==> config.mk <==
export PLATFORM = sky130hd
export DESIGN_NAME = ped_walk_ctrl
export DESIGN_NICKNAME = d
export VERILOG_FILES = /design/src/rtl/ped_walk_ctrl.sv
export SDC_FILE = /design/constraint.sdc
export NUM_CORES = 1
export LEC_CHECK = 0
export BUFFER_PORTS_ARGS = -buffer_cell sky130_fd_sc_hd__buf_2
export CAP_MARGIN = 20
export CORE_MARGIN = 2
export CORE_UTILIZATION = 45
export CTS_BUF_LIST = sky130_fd_sc_hd__clkbuf_8
export CTS_CLUSTER_SIZE = 24
export DETAILED_ROUTE_END_ITERATION = 8
export PLACE_DENSITY = 0.76
export SYNTH_ARGS = -nofsm -noshare
export SYNTH_HDL_FRONTEND = slang
export SYNTH_SLANG_ARGS = --single-unit
export TNS_END_PERCENT = 5
==> constraint.sdc <==
create_clock -name clk -period 2.55 [get_ports clk]
set_clock_uncertainty 0.2 [all_clocks]
set_input_delay 0.1275 -clock clk [delete_from_list [all_inputs] [get_ports clk]]
set_output_delay 0.1275 -clock clk [all_outputs]
set_load 0.05 [all_outputs]
==> src/rtl/ped_walk_ctrl.sv <==
// Pedestrian crossing controller slaved to the vehicle light sequence.
// Accepts a debounced push-button request, grants WALK only on a fresh
// red onset, flashes DONT_WALK during clearance and latches illegal codes.
//
// state      | meaning
// -----------+------------------------------------------------------------
// S_IDLE     | no request being served, DONT_WALK steady
// S_WAIT_RED | request latched, waiting for the next red onset
// S_WALK     | WALK lamp on for WALK_TIME cycles
// S_CLEAR    | DONT_WALK flashing, countdown CLEAR_TIME..1
// S_FAULT    | two consecutive illegal light codes seen; left only by rst
module ped_walk_ctrl #(
  parameter int DEBOUNCE_CYC = 4,
  parameter int WALK_TIME    = 6,
  parameter int CLEAR_TIME   = 3,
  parameter int FLASH_DIV    = 1
) (
  input  logic       clk,
  input  logic       rst,
  input  logic [2:0] light_in,
  input  logic       btn,
  output logic       walk,
  output logic       dont_walk,
  output logic [3:0] countdown,
  output logic       req_pending,
  output logic       fault
);

  localparam int TW = $clog2(WALK_TIME + CLEAR_TIME + 1);
  localparam int DW = $clog2(DEBOUNCE_CYC + 1);
  localparam int FW = (FLASH_DIV > 1) ? $clog2(FLASH_DIV) : 1;

  localparam logic [2:0] LT_RED    = 3'b100;
  localparam logic [2:0] LT_GREEN  = 3'b010;
  localparam logic [2:0] LT_YELLOW = 3'b001;

  typedef enum logic [2:0] {
    S_IDLE     = 3'd0,
    S_WAIT_RED = 3'd1,
    S_WALK     = 3'd2,
    S_CLEAR    = 3'd3,
    S_FAULT    = 3'd4
  } state_t;

  state_t          state_q, state_d;
  logic [TW-1:0]   timer_q, timer_d;
  logic [FW-1:0]   flash_q, flash_d;
  logic            sync1_q, sync1_d;
  logic            sync2_q, sync2_d;
  logic [DW-1:0]   deb_cnt_q, deb_cnt_d;
  logic            deb_q, deb_d;
  logic            deb_prev_q, deb_prev_d;
  logic [2:0]      prev_light_q, prev_light_d;
  logic            illegal_q, illegal_d;
  logic            walk_q, walk_d;
  logic            dont_walk_q, dont_walk_d;
  logic [3:0]      countdown_q, countdown_d;
  logic            req_q, req_d;
  logic            fault_q, fault_d;

  logic is_red, illegal, red_onset, deb_rise, entering;

  assign is_red    = (light_in == LT_RED);
  assign illegal   = (light_in != LT_RED) && (light_in != LT_GREEN) && (light_in != LT_YELLOW);
  assign red_onset = is_red && (prev_light_q != LT_RED);
  assign deb_rise  = deb_q && !deb_prev_q;
  assign entering  = (state_d != state_q);

  // Button synchronizer/debouncer and light-code history.
  always_comb begin
    sync1_d      = btn;
    sync2_d      = sync1_q;
    deb_cnt_d    = '0;
    deb_d        = 1'b0;
    if (sync2_q) begin
      deb_cnt_d = (deb_cnt_q == DW'(DEBOUNCE_CYC)) ? deb_cnt_q : deb_cnt_q + DW'(1);
      deb_d     = (deb_cnt_d == DW'(DEBOUNCE_CYC));
    end
    deb_prev_d   = deb_q;
    prev_light_d = light_in;
    illegal_d    = illegal;
  end

  // Next-state selection, timers and registered lamp outputs.
  always_comb begin
    state_d = state_q;
    if (state_q != S_FAULT && illegal && illegal_q) begin
      state_d = S_FAULT;
    end else begin
      case (state_q)
        S_IDLE:     if (req_q) state_d = S_WAIT_RED;
        S_WAIT_RED: if (red_onset) state_d = S_WALK;
        S_WALK: begin
          if (!is_red)                 state_d = S_IDLE;
          else if (timer_q == TW'(1))  state_d = S_CLEAR;
        end
        S_CLEAR: begin
          if (!is_red || timer_q == TW'(1)) state_d = S_IDLE;
        end
        S_FAULT:    state_d = S_FAULT;
        default:    state_d = S_IDLE;
      endcase
    end

    // Down-counter reloads on every state entry and parks at zero.
    timer_d = timer_q;
    if (entering) begin
      if (state_d == S_WALK)       timer_d = TW'(WALK_TIME);
      else if (state_d == S_CLEAR) timer_d = TW'(CLEAR_TIME);
      else                         timer_d = '0;
    end else if (timer_q != '0) begin
      timer_d = timer_q - TW'(1);
    end

    // Flash divider: lamp starts lit, toggles every FLASH_DIV cycles.
    flash_d = flash_q;
    if (state_d == S_CLEAR || state_d == S_FAULT) begin
      if (entering) begin
        dont_walk_d = 1'b1;
        flash_d     = FW'(FLASH_DIV - 1);
      end else if (flash_q == '0) begin
        dont_walk_d = !dont_walk_q;
        flash_d     = FW'(FLASH_DIV - 1);
      end else begin
        dont_walk_d = dont_walk_q;
        flash_d     = flash_q - FW'(1);
      end
    end else begin
      dont_walk_d = (state_d != S_WALK);
    end

    walk_d      = (state_d == S_WALK);
    countdown_d = (state_d == S_CLEAR) ? 4'(timer_d) : 4'd0;
    fault_d     = (state_d == S_FAULT);

    // A press arriving on the WALK-entry edge is kept rather than lost.
    if (state_d == S_FAULT)                 req_d = 1'b0;
    else if (deb_rise)                      req_d = 1'b1;
    else if (entering && state_d == S_WALK) req_d = 1'b0;
    else                                    req_d = req_q;
  end

  // All state held in flops with asynchronous reset to safe lamp values.
  always_ff @(posedge clk or posedge rst) begin
    if (rst) begin
      state_q      <= S_IDLE;
      timer_q      <= '0;
      flash_q      <= '0;
      sync1_q      <= 1'b0;
      sync2_q      <= 1'b0;
      deb_cnt_q    <= '0;
      deb_q        <= 1'b0;
      deb_prev_q   <= 1'b0;
      prev_light_q <= LT_RED;
      illegal_q    <= 1'b0;
      walk_q       <= 1'b0;
      dont_walk_q  <= 1'b1;
      countdown_q  <= 4'd0;
      req_q        <= 1'b0;
      fault_q      <= 1'b0;
    end else begin
      state_q      <= state_d;
      timer_q      <= timer_d;
      flash_q      <= flash_d;
      sync1_q      <= sync1_d;
      sync2_q      <= sync2_d;
      deb_cnt_q    <= deb_cnt_d;
      deb_q        <= deb_d;
      deb_prev_q   <= deb_prev_d;
      prev_light_q <= prev_light_d;
      illegal_q    <= illegal_d;
      walk_q       <= walk_d;
      dont_walk_q  <= dont_walk_d;
      countdown_q  <= countdown_d;
      req_q        <= req_d;
      fault_q      <= fault_d;
    end
  end

  assign walk        = walk_q;
  assign dont_walk   = dont_walk_q;
  assign countdown   = countdown_q;
  assign req_pending = req_q;
  assign fault       = fault_q;

endmodule

==> summary.txt, run 1 <==
Status: complete, no violations
Cell Chain, Critical Path: dlygate4sd3_1 -> buf_2 -> nor3b_1 -> nand3_1 -> a221oi_4 -> o22ai_2 -> nor4b_2
Slew HR: 67.79%
FMAX: 437.9 MHz
Multi-input logic area: 534.3 µm²
Starting density of the core: 48.26%
Port Buf Inserts: 13
Yosys warns: 0
GRT Total Usage: 15.53%
Setup Fix Bufs, Post-CTS: 0
Largest area contributor in the netlist: dfrtp_1
R2r startpoint: timer_q[1]
Setup TNS: 0 ns
H-tree depth: 1
Drt first pass iters: 4
Via-per-instance ratio: 5.421
Sequential area share after synthesis: 53.65%
Io pins: 14
Largest delay share family, worst path: simple AND/OR/NAND/NOR gates
Synth Instances: 107
Nets: 140
Max Cap Viol: 0
Final Wtd Congestion: 0.8547
Via count: 862
Post-Synthesis Net Count: 117
Largest family of logic cells by synthesized area: compound AO/OA/AOI/OAI gates
Worst-path clk slew: 0.08 ns
CP Launch Type: input pin
VDD IR max: 451.7 µV
Total Power: 754.6 µW
Placed insts: 149
CTS max path bufs: 2
Reg-to-reg setup timing slack: 0.28 ns
Die Span Y: 56.02 µm
Rows: 18
Required time of the critical path: 2.52 ns
Number of nets still failing antenna checks after routing: 0
Leakage: 0.6475 nW
Reg area: 653.1 µm²
Slew @ Worst Pin: 0.4782 ns
Final Hold Fails: 0
Post-Synth XOR/XNOR Area: 2.158%
WP data arrival: 2.25 ns
Syn Area/Cell: 11.38 µm²
Filler instances: 215
RSZ-0062 raised after global routing: false
Hpwl dp: 1.601 mm
WL final: 2.300 mm
Worst-Skew Late Latency: 0.27 ns
Worst r2r path cells: 7
Crit path largest cell delay: 0.53 ns
Tightest Hold Check Type: in2async
Largest net degree at the start of global routing: 27
Post-synthesis mux area share: 0.8222%
CTS Buf Count: 3
Wirelength per Cell: 14.47 µm
Synth top area cells: dfrtp_1, a221oi_4, dfstp_2
Post-synthesis adder-cell area fraction: 4.111%
Yosys top cell area share: 49.33%
Vias in the first global route: 831
Post-Layout Cell Count: 159
Capturing point of the worst reg2reg path: timer_q[0]
Final worst-path cycle share: 89.55%
Layout cells sized above 1: 21.71%
Simple-gate area share of the yosys netlist: 17.99%
Mapped Area: 1217 µm²
Final min period: 2.283 ns
Initial antenna violation count: 0
Clock sinks: 26
Compound-cell area share of the yosys netlist: 18.81%
Power per cell area: 520.8 nW/µm²
First-pass GRT wire length: 3.829 mm
Endpoints failing setup: 0
Core footprint: 2522 µm²
Synth unique cells: 35
Kind of critical path: in2reg
ANT cells: 0
Pins Over Slew Limit: 0
CTS tree: yes
DRC Markers: 0
Buf/Inv on CP: 2
CTS root buffer: clkbuf_8
Area delta synth->final: 19.01%
CP Capture Type: flop
Flops & latches, synth: 26
Die area: 3138 µm²
Total gr overflow: 0
CP max-delay cell: dlygate4sd3_1
Die X: 56.02 µm
Number of DRC markers in iteration 0: 16
Worst Path Max Fanout: 7
==> cell usage in the layout (no fill, tap or decap) <==
master and count:
dfrtp_1 24, nor4b_2 1, o21ai_2 1, and2_1 3, nand4b_1 1, xnor2_1 3
clkinv_1 1, nand3_1 1, mux2i_1 1, o21ai_0 5, o22ai_2 1, dlygate4sd3_1 5
or3_1 1, nor2_1 8, or3b_2 1, a221oi_4 2, inv_1 6, or3b_1 2
nor2b_1 4, or3b_4 1, o22a_1 1, o211ai_1 3, o21a_2 1, clkbuf_8 4
nor3_1 1, nand2_1 5, a31o_1 1, ha_1 4, a31oi_1 2, o31ai_1 2
o21ai_1 3, buf_16 1, buf_2 13, dfstp_2 2, a22o_1 1, a21oi_1 6
nor3b_1 4, nand2b_1 3
==> synth_stat cells <==
| cell type | number |
|---|---|
| a21oi_1 | 6 |
| a221oi_4 | 2 |
| a22o_1 | 1 |
| a31o_1 | 1 |
| a31oi_1 | 2 |
| and2_1 | 3 |
| clkbuf_1 | 1 |
| clkinv_1 | 1 |
| dfrtp_1 | 24 |
| dfstp_2 | 2 |
| ha_1 | 4 |
| inv_1 | 6 |
| mux2i_1 | 1 |
| nand2_1 | 5 |
| nand2b_1 | 3 |
| nand3_1 | 1 |
| nand4b_1 | 1 |
| nor2_1 | 8 |
| nor2b_1 | 4 |
| nor3_1 | 1 |
| nor3b_1 | 4 |
| nor4b_2 | 1 |
| o211ai_1 | 3 |
| o21a_2 | 1 |
| o21ai_0 | 5 |
| o21ai_1 | 3 |
| o21ai_2 | 1 |
| o22a_1 | 1 |
| o22ai_2 | 1 |
| o31ai_1 | 2 |
| or3_1 | 1 |
| or3b_1 | 2 |
| or3b_2 | 1 |
| or3b_4 | 1 |
| xnor2_1 | 3 |
==> per-layer routing <==
layer / vias up / GRT usage, % / part of all wire [%]
met3: 2 / 2.558 / 4.0
met5: - / 0 / 0
met1: 415 / 20.72 / 45
met2: 19 / 25.71 / 50
met4: 0 / 5.102 / 0.43
li1: 426 / - / -
==> state kept, by name (all words and copies together) (netlist names) <==
| signal | flops |
|---|---|
| countdown | 4 |
| deb_cnt_q | 3 |
| deb_prev_d | 1 |
| deb_prev_q | 1 |
| dont_walk | 1 |
| fault | 1 |
| illegal_q | 1 |
| prev_light_q | 3 |
| req_pending | 1 |
| state_q | 3 |
| sync1_q | 1 |
| sync2_q | 1 |
| timer_q | 4 |
| walk | 1 |
==> final cells by class <==
type	count	area share, %
clock buffers	4	3.800
inverters	7	1.813
multi-input cells	73	36.87
flip-flops and latches	26	45.08
well taps	30	2.591
repair buffers	19	9.845
==> logic make-up (layout without fill, tap and decap cells) <==
kind of cell    Yosys count  after routing
flops                    26             26
buf+inv                   8             30
xor+xnor                  3              3
mux                       1              1
fa+ha+maj                 4              4
compound gates           29             29
simple gates             36             36
==> worst register-to-register path: cells and delay by family (launching register included) <==
family                   cells  cell delay, ns
AO/OA/AOI/OAI                4            0.91
adder cells (fa/ha/maj)      1            0.16
buffers and inverters        1            0.09
flip-flops                   1            0.40
AND/OR/NAND/NOR              1            0.41
==> where the power goes <==
part           leakage, nW  internal (mW)  total, mW  switching, mW
sequential           0.332          0.425      0.432        0.00706
clock               0.0288          0.138      0.261          0.123
combinational        0.287         0.0288     0.0624         0.0336
total                0.648          0.591      0.755          0.163
==> through the flow <==
step / instance area, µm² / utilization, % / hold slack (ns) / worst slack [ns]
after global routing: 1449 / 57.44 / 0.1099 / 0.1009
after floorplan: 1217 / - / -0.06802 / 0.4656
final: 1449 / 57.44 / 0.09207 / 0.2665
after detailed placement: 1316 / 52.18 / 0.03683 / 0.3094
after CTS: 1421 / 56.35 / 0.1658 / 0.2804
after global placement: 1316 / 52.18 / 0.03743 / 0.3926
==> worst max path at each step <==
| stage | start | cells past startpoint | end |
|---|---|---|---|
| after global routing | light_in[1] | 7 | countdown[3] |
| after floorplan | timer_q[1] | 7 | timer_q[0] |
| after CTS | light_in[1] | 7 | countdown[3] |
| after global placement | timer_q[1] | 7 | timer_q[0] |
| final | light_in[1] | 7 | countdown[3] |
| after detailed placement | timer_q[1] | 7 | timer_q[0] |
==> timing repair <==
action	in CTS	in global routing
gates resized for setup	0	0
hold endpoints to repair	28	0
hold buffers	5	0
Power figures use the tool's default switching activity.
==> inputs of run 2 (changes only) <==
CAP_MARGIN = not set   (was 20)
CORE_UTILIZATION = 59   (was 45)
PLACE_DENSITY = 0.92   (was 0.76)
==> summary.txt, run 2 (synthesis gave the netlist of run 1 again) <==
Leakage: 0.6348 nW (-2.0%)
Area delta synth->final: 16.44%
Slew HR: 38.22% (-30 points)
Pins Over Slew Limit: 0 (unchanged)
Drt first pass iters: 4 (unchanged)
Layout cells sized above 1: 21.09% (-0.61 points)
Number of DRC markers in iteration 0: 8 (-8)
H-tree depth: 1 (unchanged)
CP Launch Type: flop
GR Layer Usage met1: 25.66% (+4.9 points)
ANT cells: 0 (unchanged)
VDD IR max: 428.7 µV (-5.1%)
CTS tree: yes
Wirelength per Cell: 15.01 µm (+3.7%)
Initial antenna violation count: 0 (unchanged)
Rows: 16 (-2)
Hpwl dp: 1.681 mm (+5.0%)
GRT Total Usage: 21.40% (+5.9 points)
CP Capture Type: flop
Nets: 139 (-0.71%)
Kind of critical path: reg2reg
Power per cell area: 530.0 nW/µm² (+1.8%)
Endpoints failing setup: 0 (unchanged)
Tightest Hold Check Type: reg2reg
Clock sinks: 26 (unchanged)
CP max-delay cell: or3b_1
Die Span Y: 49.43 µm (-12%)
Total gr overflow: 0 (unchanged)
CTS root buffer: clkbuf_8
Die X: 49.43 µm (-12%)
Dpl ws: 0.3192 ns (+0.009809 ns)
Max Cap Viol: 0 (unchanged)
Commonest non-fill, non-tap cell in the layout: dfrtp_1
Slew @ Worst Pin: 0.9257 ns (+0.4475 ns)
Required time of the critical path: 2.52 ns (about the same)
Vias in the first global route: 878 (+5.7%)
Final Wtd Congestion: 0.8740 (+2.3%)
Final Hold Fails: 0 (unchanged)
Number of nets still failing antenna checks after routing: 0 (unchanged)
Worst-path clk slew: 0.09 ns (about the same)
Final min period: 2.313 ns (+0.02962 ns)
Via count: 875 (+1.5%)
Die area: 2443 µm² (-22%)
Setup TNS: 0 ns (unchanged)
Gr busiest metal: met2
Commonest non-fill, non-tap cells in the layout: dfrtp_1, buf_2, nor2_1
M3 GR Usage: 3.067% (+0.51 points)
Largest delay share family, worst path: compound AO/OA/AOI/OAI gates
Largest net degree at the start of global routing: 27 (unchanged)
RSZ-0062 raised after global routing: false
Worst Path Max Fanout: 4 (-3)
Crit path largest cell delay: 0.41 ns (-0.12 ns)
Cell Chain, Critical Path: inv_1 -> ha_1 -> or3b_1 -> o31ai_1 -> a21oi_1 -> o22a_1 -> a22o_1
CTS max path bufs: 2 (unchanged)
Io pins: 14 (unchanged)
First-pass GRT wire length: 3.919 mm (+2.4%)
Port Buf Inserts: 13 (unchanged)
Final WS setup: 0.2369 ns (-0.02962 ns)
Starting density of the core: 62.05% (+14 points)
GR Util met2: 36.94% (+11 points)
CTS Buf Count: 3 (unchanged)
Via-per-instance ratio: 5.645 (+4.1%)
Core footprint: 1962 µm² (-22%)
WP data arrival: 2.28 ns (+0.03 ns)
Buf/Inv on CP: 1 (-1)
Worst-Skew Late Latency: 0.27 ns (about the same)
Final worst-path cycle share: 90.71% (+1.2 points)
FMAX: 432.3 MHz (-1.3%)
Status: complete, no violations
DRC Markers: 0 (unchanged)
WL final: 2.326 mm (+1.1%)
-- run 2: area by class of cell --
type | count | area, µm²
Clock buffer | 4 | 55.05
Fill cell | 158 | 544.3
Inverter | 7 | 26.28
Multi-Input combinational cell | 73 | 534.3
Sequential cell | 26 | 653.1
Tap cell | 27 | 33.78
Timing Repair Buffer | 18 | 115.1
-- run 2: final timing paths --
path                             from      endpoint  slack [ns]  cells past startpoint
setup / recovery           timer_q[1]    timer_q[0]        0.24                      7
hold / removal                sync1_q       sync2_q        0.15                      0
setup reg to reg           timer_q[1]    timer_q[0]        0.24                      7
hold reg to reg               sync1_q       sync2_q        0.15                      0
max in group asynchronous         rst    deb_prev_d        1.19                      3
min in group asynchronous         rst  countdown[2]        0.39                      3
-- run 2: layer usage --
metal / vias up / part of all wire, % / routed length (µm)
met3: 7 / 3.3 / 77
li1: 420 / - / -
met2: 19 / 50 / 1165
met5: - / 0 / 0
met1: 429 / 44 / 1024
met4: 0 / 2.5 / 58
-- run 2: through the flow --
stage	power [mW]	hold WS [ns]	cell area (µm²)	cells	util, %
global route	0.7837	0.1714	1418	155	72.26
global placement	0.4858	0.03627	1313	146	66.90
detailed placement	0.4908	0.03740	1313	146	66.90
finish	0.7514	0.1535	1418	155	72.26
CTS	0.7548	0.1548	1418	155	72.26
floorplan	0.4745	-0.06802	1217	107	-
-- run 2: power by group --
part | leakage [nW] | total [mW] | switching (mW) | internal [mW]
clock | 0.0288 | 0.262 | 0.124 | 0.138
sequential | 0.332 | 0.431 | 0.00649 | 0.425
combinational | 0.275 | 0.0580 | 0.0335 | 0.0245
total | 0.635 | 0.751 | 0.164 | 0.587
-- run 2: what timing repair did --
action	CTS	global route
hold endpoints to repair	28	0
gates resized for setup	0	0
hold buffers	5	0
setup buffers	0	0
